[config.mk]
export PLATFORM = sky130hd
export DESIGN_NAME = bp_be_dcache_reservation
export DESIGN_NICKNAME = d
export VERILOG_FILES = /design/src/rtl/bp_be_dcache_reservation.sv
export SDC_FILE = /design/constraint.sdc
export NUM_CORES = 1
export LEC_CHECK = 0
export BUFFER_PORTS_ARGS = -buffer_cell sky130_fd_sc_hd__buf_4
export CAP_MARGIN = 0
export CORE_UTILIZATION = 45
export CTS_CLUSTER_SIZE = 40
export DETAILED_ROUTE_END_ITERATION = 8
export PLACE_DENSITY = 0.74
export SETUP_SLACK_MARGIN = 0.1
export SYNTH_ARGS = -nofsm -noshare
export SYNTH_HDL_FRONTEND = slang
export SYNTH_SLANG_ARGS = --single-unit
[constraint.sdc]
create_clock -name clk_i -period 1.95 [get_ports clk_i]
set_input_delay 0.2925 -clock clk_i [delete_from_list [all_inputs] [get_ports clk_i]]
set_output_delay 0.2925 -clock clk_i [all_outputs]
set_load 0.05 [all_outputs]
[src/rtl/bp_be_dcache_reservation.sv]
// LR/SC reservation tracker for the D$.
// Tracks one block-granular reservation set by a committing LR and consumed by
// a committing SC. A fresh reservation enters a short LOCKED window during
// which snoops to the reserved block are stalled, guaranteeing LR/SC forward
// progress; afterwards an accepted matching snoop clears the reservation.
//
// Ports:
//   clk_i, reset_i         clock, synchronous active-high reset
//   v_i, lr_i, sc_i        committing request valid and its decoded LR/SC flags
//   paddr_i                physical address of the committing request
//   snoop_v_i              coherence invalidate/evict pending
//   snoop_paddr_i          snoop address
//   snoop_yumi_o           snoop accepted this cycle (combinational)
//   sc_success_o           SC outcome, meaningful with v_i & sc_i (combinational)
//   reserved_o             reservation held (LOCKED or RESERVED), registered
//   locked_o               reservation in its lock window, registered
module bp_be_dcache_reservation #(
    parameter int unsigned paddr_width_p = 40,
    parameter int unsigned block_width_p = 512,
    parameter int unsigned lock_cycles_p = 16
) (
    input  logic                     clk_i,
    input  logic                     reset_i,
    input  logic                     v_i,
    input  logic                     lr_i,
    input  logic                     sc_i,
    input  logic [paddr_width_p-1:0] paddr_i,
    input  logic                     snoop_v_i,
    input  logic [paddr_width_p-1:0] snoop_paddr_i,
    output logic                     snoop_yumi_o,
    output logic                     sc_success_o,
    output logic                     reserved_o,
    output logic                     locked_o
);

    localparam int unsigned offset_w  = $clog2(block_width_p / 8);
    localparam int unsigned tag_w     = paddr_width_p - offset_w;
    // Keep the counter at least one bit wide so a lock-free build still elaborates.
    localparam int unsigned cnt_w     = (lock_cycles_p > 0) ? $clog2(lock_cycles_p + 1) : 1;
    localparam int unsigned lock_init = (lock_cycles_p > 0) ? lock_cycles_p - 1 : 0;

    typedef enum logic [1:0] {
        e_none     = 2'd0,
        e_locked   = 2'd1,
        e_reserved = 2'd2
    } state_e;

    state_e             state_r, state_n;
    logic [tag_w-1:0]   tag_r, tag_n;
    logic [cnt_w-1:0]   cnt_r, cnt_n;

    logic [tag_w-1:0]   req_tag;
    logic [tag_w-1:0]   snp_tag;
    logic               req_match;
    logic               snp_match;

    // Block-offset bits play no part in the reservation granule.
    logic               unused_offsets;

    assign req_tag        = paddr_i[paddr_width_p-1:offset_w];
    assign snp_tag        = snoop_paddr_i[paddr_width_p-1:offset_w];
    assign unused_offsets = ^{paddr_i[offset_w-1:0], snoop_paddr_i[offset_w-1:0]};

    assign req_match = (req_tag == tag_r);
    assign snp_match = (snp_tag == tag_r);

    // Snoops to the locked block stall; everything else is accepted at once.
    assign snoop_yumi_o = snoop_v_i & ~reset_i
                        & ~((state_r == e_locked) & snp_match);

    // An accepted matching snoop in the same cycle beats the SC.
    assign sc_success_o = v_i & sc_i & ~reset_i
                        & (state_r != e_none) & req_match
                        & ~((state_r == e_reserved) & snoop_yumi_o & snp_match);

    // Next-state: LR > SC > lock countdown > snoop invalidation > hold.
    always_comb begin
        state_n = state_r;
        tag_n   = tag_r;
        cnt_n   = cnt_r;

        if (v_i & lr_i) begin
            tag_n = req_tag;
            if (lock_cycles_p > 0) begin
                state_n = e_locked;
                cnt_n   = cnt_w'(lock_init);
            end else begin
                state_n = e_reserved;
            end
        end else if (v_i & sc_i) begin
            state_n = e_none;
        end else if (state_r == e_locked) begin
            if (cnt_r == '0) begin
                state_n = e_reserved;
            end else begin
                cnt_n = cnt_r - cnt_w'(1);
            end
        end else if ((state_r == e_reserved) & snoop_yumi_o & snp_match) begin
            state_n = e_none;
        end
    end

    // State, tag, counter and registered state decodes.
    always_ff @(posedge clk_i) begin
        if (reset_i) begin
            state_r    <= e_none;
            tag_r      <= '0;
            cnt_r      <= '0;
            reserved_o <= 1'b0;
            locked_o   <= 1'b0;
        end else begin
            state_r    <= state_n;
            tag_r      <= tag_n;
            cnt_r      <= cnt_n;
            reserved_o <= (state_n != e_none);
            locked_o   <= (state_n == e_locked);
        end
    end

endmodule

==> impl_metrics.env <==
export IMPL_cts_clk_slew_worst_paths_ns=0.08
export IMPL_syn_instance_count=294
export IMPL_ys_seq_area_share_pct=36.27
export IMPL_finalCriticalPeriod_ns=2.511
export IMPL_die_width_um=74.63
export IMPL_holdWs_ns=0.2376
export IMPL_cts_tree="done"
export IMPL_ant_nets=0
export IMPL_synth_commonest_cells="nand2_1, xor2_1, dfxtp_1, a21oi_1, xnor2_1"
export IMPL_cts_sinks=43
export IMPL_initial_core_util_pct=46.47
export IMPL_drive_above_1_share_pct=38.85
export IMPL_internal_power_mw=1.463
export IMPL_status="complete, but fails checks"
export IMPL_clkPwrFrac_pct=28.2
export IMPL_ctsHoldBuffers=0
export IMPL_worst_path_buf_inv=2
export IMPL_via_per_inst=4.996
export IMPL_port_buffers=77
export IMPL_cp_arrival_ns=2.22
export IMPL_dp_cells=455
export IMPL_crit_family="simple AND/OR/NAND/NOR gates"
export IMPL_tightest_slew_ns=0.5393
export IMPL_seqPwrFrac_pct=46.9
export IMPL_rows=26
export IMPL_fill_cells=395
export IMPL_rr_startpoint="tag_r[20]"
export IMPL_clk_latency_ns=0.30
export IMPL_cts_root_buf="clkbuf_8"
export IMPL_critPathMaxFanout=3
export IMPL_p_leak_nw=1.536
export IMPL_min_path_type="input port to register"
export IMPL_syn_area_per_cell_um2=8.073
export IMPL_final_cells=469
export IMPL_power_switching_mw=0.5864
export IMPL_globalRouteOverflowTotal=0
export IMPL_grt_usage_pct=24.19
export IMPL_dp_hpwl_mm=4.703
export IMPL_yosysTopAreaCell="dfxtp_1"
export IMPL_setup_ws_ns=-0.5611
export IMPL_synth_top_cell_area_share_pct=36.27
export IMPL_drc_errors=0
export IMPL_grt_pass1_wl_mm=9.915
export IMPL_num_vias=2343
export IMPL_report_final_hold_viol_count=0
export IMPL_grt_pass1_vias=2163
export IMPL_grt_max_degree=44
export IMPL_crit_path_end="sc_success_o"
export IMPL_async_reset_ff_share_pct=0
export IMPL_avgRoutedWirePerCell_um=14.22
export IMPL_yosysMostFrequentCell="nand2_1"
export IMPL_drv_cap=0
export IMPL_synthToLayoutAreaGrowth_pct=48.23
export IMPL_crit_type="register to output pin"
export IMPL_cp_startpoint="tag_r[20]"
export IMPL_cts_buffers=5
export IMPL_cts_path_max_buffers=2
export IMPL_power_frac_comb_pct=24.8
export IMPL_core_um2=5107
export IMPL_antenna_found_initial=0
export IMPL_synthFlopType="dfxtp_1"
export IMPL_drt_wl_total_mm=6.668
export IMPL_drt_pass1_iter_count=6
export IMPL_place_gp_congestion=0.7766
export IMPL_synth_cell_type_count=31
export IMPL_pin_count=90
export IMPL_critical_path_depth=7
export IMPL_swShare_pct=28.61
export IMPL_slowest_delay_ns=0.38
export IMPL_p_per_area_nw_per_um2=582.6
export IMPL_setup_violations=2
export IMPL_synth_seq_cells=43
export IMPL_violations="setup timing"
export IMPL_r2r_worst_path_cells=7
export IMPL_synth_edf_count=0
export IMPL_worstSetupEndpointType="output pin"
export IMPL_finalNetCount=486
export IMPL_r2r_slack_ns=0.15
export IMPL_cp_data_required_time_ns=1.66
export IMPL_rsz0062_at_grt="true"
export IMPL_worst_ir_drop_vdd_v=0.0003760
export IMPL_dr_first_iter_drc_count=152
export IMPL_h_tree_depth=2
export IMPL_finClkSkew_ns=0.004290
export IMPL_critPathSlowestCell="nor4_1"
export IMPL_critPathLaunchType="register"
export IMPL_dieArea_um2=5569
export IMPL_fmax_mhz=398.2
export IMPL_timing_slew_headroom_pct=63.97
export IMPL_p_total_mw=2.050
export IMPL_syn_num_nets=381
export IMPL_path_cells="xnor2_1 -> nand4_1 -> nor4_1 -> buf_4 -> nand3_2 -> a2111oi_4 -> buf_6"
export IMPL_die_y_um=74.63
export IMPL_num_antenna_cells=0
export IMPL_synthTopCellsByArea="dfxtp_1, xor2_1, nand2_1"
export IMPL_drv_slew=0
export IMPL_fin_crit_sh_pct=128.8
export IMPL_r2r_end="reserved_o"
export IMPL_ys_warn_count=0
export IMPL_syn_area_um2=2374
## metrics by stage
stage / worst slack, ns / instance area, um2 / TNS [ns] / utilization, %
floorplan: -0.09067 / 2399 / -0.09067 / -
finish: -0.5611 / 3518 / -0.8888 / 68.89
global placement: -0.2575 / 3218 / -0.4224 / 63.01
detailed placement: -0.2786 / 3218 / -0.5055 / 63.01
CTS: -0.4255 / 3400 / -0.8058 / 66.56
global route: -0.6524 / 3518 / -1.044 / 68.89
## worst min-delay path by stage
stage	start	endpoint	slack [ns]	cells past startpoint
global placement	tag_r[16]	tag_r[16]	0.48	2
CTS	paddr_i[19]	tag_r[13]	0.24	3
floorplan	paddr_i[14]	tag_r[8]	0.43	2
detailed placement	tag_r[22]	tag_r[22]	0.49	2
finish	paddr_i[16]	tag_r[10]	0.24	3
global route	paddr_i[30]	tag_r[24]	0.24	3
## kinds of logic (layout without fill, tap and decap cells)
| logic type | count (synthesis) | in the layout | synth area share (%) |
|---|---|---|---|
| AO/OA/AOI/OAI | 50 | 50 | 12.65 |
| AND/OR/NAND/NOR | 112 | 112 | 22.30 |
| buffers and inverters | 20 | 125 | 3.163 |
| adder cells (fa/ha/maj) | 1 | 1 | 0.5271 |
| XOR/XNOR | 68 | 68 | 25.09 |
| flip-flops | 43 | 43 | 36.27 |
## final cells by class
| type | count | area (um2) | share of cell area (%) |
|---|---|---|---|
| multi-input cells | 231 | 1595 | 45.34 |
| flip-flops and latches | 43 | 877.1 | 24.93 |
| repair buffers | 111 | 844.6 | 24.00 |
| well taps | 70 | 87.58 | 2.489 |
| clock buffers | 6 | 82.58 | 2.347 |
| inverters | 7 | 26.28 | 0.7468 |
| clock inverters | 1 | 5.005 | 0.1422 |
## routing by layer
metal / wire length [um] / up-vias / track usage (%)
met3: 271 / 11 / 5.087
met5: 0 / - / 0
li1: - / 1190 / -
met4: 104 / 0 / 11.74
met1: 2916 / 1082 / 29.37
met2: 3377 / 60 / 40.84
## timing repair
item,in CTS,in global routing
setup endpoints to repair,3,3
buffers inserted,2,5
resized for setup,18,18
pin swaps,11,21
## power groups by stage
stage | logic, mW | clock network [mW] | registers, mW
after global routing | 0.551 | 0.620 | 0.967
after detailed placement | 0.453 | 0 | 0.979
after global placement | 0.448 | 0 | 0.977
after CTS | 0.478 | 0.589 | 0.960
after floorplan | 0.217 | 0 | 0.987
final | 0.509 | 0.579 | 0.962
## registers in the layout, indices dropped and copies added, names as in the netlist
name / count
cnt_r: 5
locked_o: 1
reserved_o: 1
state_r: 2
tag_r: 34
## worst register-to-register path, cell delays in order, from the launching register on
cell and delay [ns]:
dfxtp_4 0.36, xor2_2 0.15, nor4_2 0.31, nand2_1 0.18, buf_4 0.17, buf_4 0.12
nor4b_2 0.25, a211oi_1 0.12
## layout by cell type (no fill, tap or decap), drive strengths merged, types with 7 or more instances in the layout
| cell type | synthesis | routed |
|---|---|---|
| inv | 7 | 7 |
| xnor2 | 19 | 19 |
| a21oi | 41 | 41 |
| dfxtp | 43 | 43 |
| xor2 | 49 | 49 |
| nor4 | 13 | 13 |
| nand2 | 72 | 72 |
| buf | 0 | 111 |
Note: power is estimated with default switching activity, not from simulation.
